### config.mk
export PLATFORM = sky130hd
export DESIGN_NAME = mem_access_unit_flat
export DESIGN_NICKNAME = d
export VERILOG_FILES = /design/src/rtl/mem_access_unit_pkg.sv /design/src/rtl/mem_access_unit_if.sv /design/src/rtl/mem_access_unit_timeout_counter.sv /design/src/rtl/mem_access_unit.sv /design/src/flat_wrapper.sv
export SDC_FILE = /design/constraint.sdc
export NUM_CORES = 1
export LEC_CHECK = 0
export ABC_CLOCK_PERIOD_IN_PS = 5400
export CELL_PAD_IN_SITES_DETAIL_PLACEMENT = 0
export CELL_PAD_IN_SITES_GLOBAL_PLACEMENT = 1
export CORE_MARGIN = 5
export CORE_UTILIZATION = 31
export CTS_CLUSTER_SIZE = 16
export DETAILED_ROUTE_END_ITERATION = 8
export PLACE_DENSITY = 0.78
export SLEW_MARGIN = 20
export SYNTH_ARGS = -nofsm -noshare
export SYNTH_HDL_FRONTEND = slang
export SYNTH_HIERARCHICAL = 1
export SYNTH_SLANG_ARGS = --single-unit
### constraint.sdc
create_clock -name iCLK -period 5.4 [get_ports iCLK]
set_input_delay 0.54 -clock iCLK [delete_from_list [all_inputs] [get_ports iCLK]]
set_output_delay 0.54 -clock iCLK [all_outputs]
set_load 0.01 [all_outputs]
### src/rtl/mem_access_unit_pkg.sv
// rtl/mem_access_unit_pkg.sv - shared constants and state encoding for the memory access unit
// Purpose: ON/OFF levels, the NOP instruction loaded into IR on reset or aborted
//          fetch, and the MAU_IDLE/MAU_ACCESS/MAU_DONE state encodings.
// Ports:   none (package).
package mem_access_unit_pkg;

  localparam logic ON  = 1'b1;
  localparam logic OFF = 1'b0;

  // addi x0, x0, 0
  localparam logic [31:0] INSTR_NOP = 32'h0000_0013;

  typedef enum logic [1:0] {
    MAU_IDLE   = 2'd0,
    MAU_ACCESS = 2'd1,
    MAU_DONE   = 2'd2
  } mau_state_e;

endpackage

### src/rtl/mem_access_unit_if.sv
// rtl/mem_access_unit_if.sv - control/datapath and memory-side signal bundle of the memory access unit
// Purpose: groups the control strobes, datapath operands, memory bus and the
//          IR/MDR/status outputs of mem_access_unit.
// Ports:   slave modport  - seen by mem_access_unit (strobes/operands/memory
//                           response in; memory request, IR, MDR, status out).
//          master modport - seen by the control FSM, datapath and memory model.
interface mem_access_unit_if #(
  parameter int DATA_W = 32,
  parameter int ADDR_W = 32
);

  // control FSM strobes and datapath operands
  logic              iLeMem;
  logic              iEscreveMem;
  logic              iIouD;
  logic              iEscreveIR;
  logic [ADDR_W-1:0] iPC;
  logic [ADDR_W-1:0] iALUOut;
  logic [DATA_W-1:0] iWData;

  // memory bus
  logic [ADDR_W-1:0] oMemAddr;
  logic [DATA_W-1:0] oMemWData;
  logic              oMemRead;
  logic              oMemWrite;
  logic [DATA_W-1:0] iMemRData;
  logic              iMemReady;

  // results and status
  logic [DATA_W-1:0] oIR;
  logic [6:0]        oOpCode;
  logic [DATA_W-1:0] oMDR;
  logic              oBusy;
  logic              oErr;

  modport slave (
    input  iLeMem, iEscreveMem, iIouD, iEscreveIR, iPC, iALUOut, iWData,
    input  iMemRData, iMemReady,
    output oMemAddr, oMemWData, oMemRead, oMemWrite,
    output oIR, oOpCode, oMDR, oBusy, oErr
  );

  modport master (
    output iLeMem, iEscreveMem, iIouD, iEscreveIR, iPC, iALUOut, iWData,
    output iMemRData, iMemReady,
    input  oMemAddr, oMemWData, oMemRead, oMemWrite,
    input  oIR, oOpCode, oMDR, oBusy, oErr
  );

endinterface

### src/rtl/mem_access_unit_timeout_counter.sv
// rtl/mem_access_unit_timeout_counter.sv - ACCESS-cycle counter with terminal-count flag
// Purpose: counts cycles while enabled; tc_o is high during the TIMEOUT_CYC-th
//          enabled cycle so the owner can abort on that edge.
// Ports:   clk_i, rst_i (async, active-high), clr_i (synchronous clear, wins),
//          en_i (count this cycle), tc_o (terminal count reached this cycle).
module mau_timeout_counter #(
  parameter int TIMEOUT_CYC = 15
) (
  input  logic clk_i,
  input  logic rst_i,
  input  logic clr_i,
  input  logic en_i,
  output logic tc_o
);

  localparam int CW = $clog2(TIMEOUT_CYC + 1);

  logic [CW-1:0] count_q;
  logic [CW-1:0] count_d;

  always_comb begin
    count_d = count_q;
    if (clr_i) begin
      count_d = '0;
    end else if (en_i && (count_q != CW'(TIMEOUT_CYC))) begin
      count_d = count_q + CW'(1);
    end
  end

  always_ff @(posedge clk_i or posedge rst_i) begin
    if (rst_i) begin
      count_q <= '0;
    end else begin
      count_q <= count_d;
    end
  end

  // count_q holds the number of already-completed enabled cycles
  assign tc_o = en_i & ~clr_i & (count_q == CW'(TIMEOUT_CYC - 1));

endmodule

### src/rtl/mem_access_unit.sv
// rtl/mem_access_unit.sv - memory-side stage: strobe-to-handshake conversion, IR/MDR, stall
// Purpose: turns the control FSM's level strobes into a ready-handshaked memory
//          access, captures read data into IR or MDR, stalls control via oBusy
//          and flags timeouts / conflicting requests on the sticky oErr.
// Ports:   iCLK  - clock, rising edge
//          iRST  - asynchronous reset, active-high
//          bus   - mem_access_unit_if.slave: iLeMem/iEscreveMem/iIouD/iEscreveIR,
//                  iPC/iALUOut/iWData in; oMemAddr/oMemWData/oMemRead/oMemWrite
//                  out, iMemRData/iMemReady in; oIR/oOpCode/oMDR/oBusy/oErr out.
// Config:  MISALIGN_CHECK_EN - when defined, misaligned data accesses are not
//          issued and set oErr; otherwise address bits [1:0] are forced to 0.
module mem_access_unit
  import mem_access_unit_pkg::*;
#(
  parameter int DATA_W      = 32,
  parameter int ADDR_W      = 32,
  parameter int TIMEOUT_CYC = 15
) (
  input logic                iCLK,
  input logic                iRST,
  mem_access_unit_if.slave   bus
);

  mau_state_e        state_q;
  logic [ADDR_W-1:0] addr_q;
  logic [DATA_W-1:0] wdata_q;
  logic              rd_q;
  logic              wr_q;
  logic              dest_ir_q;
  logic [DATA_W-1:0] ir_q;
  logic [DATA_W-1:0] mdr_q;
  logic              err_q;

  logic              req;
  logic              both_req;
  logic              misalign;
  logic              timeout;
  logic [ADDR_W-1:0] addr_sel;
  logic [ADDR_W-1:0] addr_issue;

  assign req      = bus.iLeMem | bus.iEscreveMem;
  assign both_req = bus.iLeMem & bus.iEscreveMem;
  assign addr_sel = bus.iIouD ? bus.iALUOut : bus.iPC;

`ifdef MISALIGN_CHECK_EN
  assign addr_issue = addr_sel;
  assign misalign   = bus.iIouD & (addr_sel[1:0] != 2'b00);
`else
  assign addr_issue = addr_sel & ~(ADDR_W'(3));
  assign misalign   = 1'b0;
`endif

  mau_timeout_counter #(
    .TIMEOUT_CYC (TIMEOUT_CYC)
  ) u_timeout (
    .clk_i (iCLK),
    .rst_i (iRST),
    .clr_i (state_q != MAU_ACCESS),
    .en_i  (state_q == MAU_ACCESS),
    .tc_o  (timeout)
  );

  always_ff @(posedge iCLK or posedge iRST) begin
    if (iRST) begin
      state_q   <= MAU_IDLE;
      addr_q    <= '0;
      wdata_q   <= '0;
      rd_q      <= OFF;
      wr_q      <= OFF;
      dest_ir_q <= OFF;
      ir_q      <= DATA_W'(INSTR_NOP);
      mdr_q     <= '0;
      err_q     <= OFF;
    end else begin
      case (state_q)
        MAU_IDLE: begin
          if (req) begin
            if (both_req) begin
              err_q <= ON;
            end
            if (misalign) begin
              err_q   <= ON;
              state_q <= MAU_DONE;
            end else begin
              addr_q    <= addr_issue;
              wdata_q   <= bus.iWData;
              // write takes precedence when both strobes are raised
              wr_q      <= bus.iEscreveMem;
              rd_q      <= ~bus.iEscreveMem;
              // instruction fetches only: a data read never lands in IR
              dest_ir_q <= bus.iEscreveIR & ~bus.iIouD;
              state_q   <= MAU_ACCESS;
            end
          end
        end
        MAU_ACCESS: begin
          if (bus.iMemReady) begin
            if (rd_q) begin
              if (dest_ir_q) begin
                ir_q <= bus.iMemRData;
              end else begin
                mdr_q <= bus.iMemRData;
              end
            end
            rd_q    <= OFF;
            wr_q    <= OFF;
            state_q <= MAU_DONE;
          end else if (timeout) begin
            // an aborted fetch leaves a harmless NOP for decode
            if (rd_q && dest_ir_q) begin
              ir_q <= DATA_W'(INSTR_NOP);
            end
            rd_q    <= OFF;
            wr_q    <= OFF;
            err_q   <= ON;
            state_q <= MAU_DONE;
          end
        end
        MAU_DONE: begin
          state_q <= MAU_IDLE;
        end
        default: begin
          state_q <= MAU_IDLE;
        end
      endcase
    end
  end

  always_comb begin
    bus.oBusy = 1'b0;
    case (state_q)
      MAU_IDLE:   bus.oBusy = req;
      MAU_ACCESS: bus.oBusy = 1'b1;
      default:    bus.oBusy = 1'b0;
    endcase
  end

  assign bus.oMemAddr  = addr_q;
  assign bus.oMemWData = wdata_q;
  assign bus.oMemRead  = rd_q;
  assign bus.oMemWrite = wr_q;
  assign bus.oIR       = ir_q;
  assign bus.oOpCode   = ir_q[6:0];
  assign bus.oMDR      = mdr_q;
  assign bus.oErr      = err_q;

endmodule
### src/flat_wrapper.sv
// flat-port wrapper written by rule: the top's interface ports become plain ports
module mem_access_unit_flat import mem_access_unit_pkg::*;
#(
  parameter int DATA_W      = 32,
  parameter int ADDR_W      = 32,
  parameter int TIMEOUT_CYC = 15
)
  (iCLK, iRST, bus_iLeMem, bus_iEscreveMem, bus_iIouD, bus_iEscreveIR, bus_iPC, bus_iALUOut, bus_iWData, bus_iMemRData, bus_iMemReady, bus_oMemAddr, bus_oMemWData, bus_oMemRead, bus_oMemWrite, bus_oIR, bus_oOpCode, bus_oMDR, bus_oBusy, bus_oErr);
  mem_access_unit_if #(.DATA_W(DATA_W), .ADDR_W(ADDR_W)) bus_i ();
  input logic iCLK;
  input logic iRST;
  input wire logic [$bits(bus_i.iLeMem)-1:0] bus_iLeMem;
  input wire logic [$bits(bus_i.iEscreveMem)-1:0] bus_iEscreveMem;
  input wire logic [$bits(bus_i.iIouD)-1:0] bus_iIouD;
  input wire logic [$bits(bus_i.iEscreveIR)-1:0] bus_iEscreveIR;
  input wire logic [$bits(bus_i.iPC)-1:0] bus_iPC;
  input wire logic [$bits(bus_i.iALUOut)-1:0] bus_iALUOut;
  input wire logic [$bits(bus_i.iWData)-1:0] bus_iWData;
  input wire logic [$bits(bus_i.iMemRData)-1:0] bus_iMemRData;
  input wire logic [$bits(bus_i.iMemReady)-1:0] bus_iMemReady;
  output wire logic [$bits(bus_i.oMemAddr)-1:0] bus_oMemAddr;
  output wire logic [$bits(bus_i.oMemWData)-1:0] bus_oMemWData;
  output wire logic [$bits(bus_i.oMemRead)-1:0] bus_oMemRead;
  output wire logic [$bits(bus_i.oMemWrite)-1:0] bus_oMemWrite;
  output wire logic [$bits(bus_i.oIR)-1:0] bus_oIR;
  output wire logic [$bits(bus_i.oOpCode)-1:0] bus_oOpCode;
  output wire logic [$bits(bus_i.oMDR)-1:0] bus_oMDR;
  output wire logic [$bits(bus_i.oBusy)-1:0] bus_oBusy;
  output wire logic [$bits(bus_i.oErr)-1:0] bus_oErr;
  assign bus_i.iLeMem = bus_iLeMem;
  assign bus_i.iEscreveMem = bus_iEscreveMem;
  assign bus_i.iIouD = bus_iIouD;
  assign bus_i.iEscreveIR = bus_iEscreveIR;
  assign bus_i.iPC = bus_iPC;
  assign bus_i.iALUOut = bus_iALUOut;
  assign bus_i.iWData = bus_iWData;
  assign bus_i.iMemRData = bus_iMemRData;
  assign bus_i.iMemReady = bus_iMemReady;
  assign bus_oMemAddr = bus_i.oMemAddr;
  assign bus_oMemWData = bus_i.oMemWData;
  assign bus_oMemRead = bus_i.oMemRead;
  assign bus_oMemWrite = bus_i.oMemWrite;
  assign bus_oIR = bus_i.oIR;
  assign bus_oOpCode = bus_i.oOpCode;
  assign bus_oMDR = bus_i.oMDR;
  assign bus_oBusy = bus_i.oBusy;
  assign bus_oErr = bus_i.oErr;
  mem_access_unit #(.DATA_W(DATA_W), .ADDR_W(ADDR_W), .TIMEOUT_CYC(TIMEOUT_CYC)) u_core (.iCLK(iCLK), .iRST(iRST), .bus(bus_i));
endmodule
==> summary.md <==
| Metric | Value |
|---|---|
| Status | finished clean |
| Antenna cells | 0 |
| Critical path class | reg -> reg |
| Post-Syn Instances | 372 |
| Final setup violation count | 0 |
| Design Power | 5360 uW |
| Reg-to-Reg End | u_core/bus.oIR[8] |
| DRT iter0 DRCs | 199 |
| Fin. Hold Viols | 0 |
| WP data arrival | 3.29 ns |
| Nets@finish | 774 |
| Fillers | 1,534 |
| Internal power | 3750 uW |
| Core Area | 0.0178 mm^2 |
| Antenna-violating nets left | 0 |
| FF-to-FF setup slack | 2.40 ns |
| DP Cell Count | 846 |
| Switch Pwr | 1610 uW |
| Register bit count reported by yosys | 136 |
| Initial Util | 0.313 |
| Routed length per instance | 19.0 um |
| Post-Layout Cell Count | 879 |
| Worst hold path type | in -> async |
| First-pass GRT wire length | 25,300 um |
| Die width | 144 um |
| FFs w/ async S/R, synth | 1.00 |
| Antenna violations before repair | 0 |
| RSZ-0062 raised after global routing | false |
| CP Launch Type | register |
| Reg power frac | 0.340 |
| Minimum clock period | 3.00 ns |
| Worst VDD drop | 308 uV |
| Clock power share | 0.229 |
| CTS max path bufs | 2 |
| HPWL after DPL | 12,600 um |
| Tcrit/Tclk final | 0.556 |
| Top Layer Used | met4 |
| Pin count of the biggest net entering global routing | 78 |
| Netlist cell types | 36 |
| Worst-Skew Late Latency | 0.42 ns |
| Met2 wire len | 9150 um |
| Number of flops mapped to enable cells by yosys | 0 |
| Remaining DRCs | 0 |
| Leakage Power | 0.00376 uW |
| Reg clk slew, reported paths | 0.05 ns |
| Chip height | 144 um |
| Max_slew headroom | 0.457 |
| Hold-fix buffers at CTS | 0 |
| Total track usage | 0.161 |
| Pre-antenna DRT Iters | 6 |
| H-Tree Depth | 4 |
| Setup bufs post-CTS | 0 |
| CTS Buf Count | 17 |
| Synthesized cell area | 0.00559 mm^2 |
| Total grt overflow | 0 |
| Clock root cell | clkbuf_16 |
| Routed WL | 16,700 um |
| Comb pwr share | 0.431 |
| Layout cells sized above 1 | 0.257 |
| Setup tns final | 0 ns |
| Row count | 49 |
| Most used flip-flop cell after synthesis | dfrtp_1 |
| Die area | 0.0208 mm^2 |
| I/O Pins | 274 |
| Clock Skew | 0.00904 ns |
| Worst-Margin Slew | 0.814 ns |
| Via density per instance | 4.69 |
| Worst EP required | 5.69 ns |
| Max-cap viol count | 0 |
| Area growth syn-to-layout | 62.6% |
| F_max | 333 MHz |
| Vias in the first global route | 4,505 |
| GPL Wtd Cong | 0.822 |
| Worst r2r src | u_core/state_q[1] |
| Max-slew violation count | 0 |
| CP Capture Type | register |
| CP startpoint | u_core/state_q[1] |
| Synthesis warning total | 6 |
| Seq/Total Area, Yosys | 0.610 |
| WL met3 | 1060 um |
| Clock sinks | 136 |
| PD cells | 590 mW/mm^2 |
| M1 wire length | 6120 um |
| IO buf count | 267 |
| CTS resizes | 0 |
| Final Util | 0.509 |
| Syn_area_per_cell | 15.0 um^2 |
| CTS tree | yes |
| Via count | 4,122 |
| Switching share of power | 0.300 |
| R2r worst-path depth | 7 |
| Max FO, Critical Path | 29 |
==> cells in the mapped netlist (3+ instances only) <==
| library cell | count | area, um^2 |
|---|---|---|
| nor3_1 | 5 | 25.0 |
| o22a_1 | 3 | 26.3 |
| nand2_1 | 5 | 18.8 |
| dfstp_2 | 3 | 78.8 |
| nor2_1 | 5 | 18.8 |
| buf_4 | 10 | 75.1 |
| a22o_1 | 29 | 254 |
| mux2_2 | 118 | 1330 |
| dfrtp_1 | 133 | 3330 |
| buf_2 | 11 | 55.1 |
| mux2_1 | 7 | 78.8 |
| clkbuf_1 | 4 | 15.0 |
| buf_6 | 3 | 33.8 |
| inv_1 | 9 | 33.8 |
==> cell type report <==
class,instances,area (um^2),share of cell area
multi-input cells,199,1980,0.218
inverters,9,36.3,0.00399
clock inverters,12,174,0.0191
repair buffers,274,2750,0.302
clock buffers,20,457,0.0503
flip-flops and latches,136,3410,0.375
well taps,229,287,0.0315
==> power by group through the flow <==
stage / registers (uW) / logic [uW] / clock network, uW
detailed placement: 1840 / 2340 / 0
global placement: 1810 / 2310 / 0
floorplan: 2030 / 797 / 0
CTS: 1830 / 2350 / 1270
finish: 1820 / 2310 / 1230
global route: 1890 / 2460 / 1310
==> cell usage in the layout, fill, tap and decap left out, types with 2 or more instances in the layout <==
cell type        instances
a211oi_1                 2
a21oi_1                  2
a22o_1                  29
buf_4                    6
bufinv_16                4
clkbuf_16               17
clkbuf_8                 2
clkdlybuf4s50_1        267
clkinv_2                 3
clkinvlp_4               4
conb_1                   2
dfrtp_1                133
dfstp_2                  3
ha_1                     2
inv_1                    8
mux2_1                   7
mux2_2                 118
nand2_1                  5
nor2_1                   5
nor3_1                   4
o21ai_0                  2
o22a_1                   3
==> kinds of logic after synthesis <==
kind of cell | Yosys count | share of synthesized area
simple gates | 27 | 0.0298
flops | 136 | 0.610
mux | 125 | 0.252
fa+ha+maj | 2 | 0.00448
buf+inv | 38 | 0.0387
compound gates | 43 | 0.0647
other cells | 1 | 0.000671
==> stage by stage <==
step	area, um^2	hold WS (ns)	setup slack, ns
after floorplan	5590	0.306	1.34
after global placement	8430	0.463	2.47
after detailed placement	8430	0.474	2.32
after CTS	9060	0.419	2.29
after global routing	9090	0.433	2.20
final	9090	0.439	2.40
==> worst max path at each step <==
stage                         endpoint  slack (ns)  depth (start not counted)
floorplan              u_core/bus.oErr        1.34                          1
global placement    u_core/bus.oIR[24]        2.47                          7
detailed placement   u_core/bus.oIR[8]        2.32                          7
CTS                  u_core/bus.oIR[8]        2.29                          7
global route         u_core/bus.oIR[8]        2.20                          7
finish               u_core/bus.oIR[8]        2.40                          7
==> state kept, by name, summed over array words and instances, names as in the netlist, 2 cells and up <==
| register | cells |
|---|---|
| u_core/state_q | 2 |
| u_core/bus.oMDR | 32 |
| u_core/bus.oMemAddr | 30 |
| u_core/bus.oIR | 32 |
| u_core/bus.oMemWData | 32 |
| u_core/u_timeout/count_q | 4 |
==> routing by layer <==
layer,global-route usage,vias to the layer above
li1,-,1876
met4,0.0736,0
met1,0.179,2085
met3,0.0489,26
met5,0,-
met2,0.284,135
==> critical path, stage by stage (launching register included) <==
cell,delay [ns]
dfrtp_1,0.44
nand2b_1,0.46
inv_1,0.35
nand2_1,0.09
nor3_1,0.35
nor2_1,0.13
or3_2,0.74
a22o_1,0.31
Note: power is estimated with default switching activity, not from simulation.
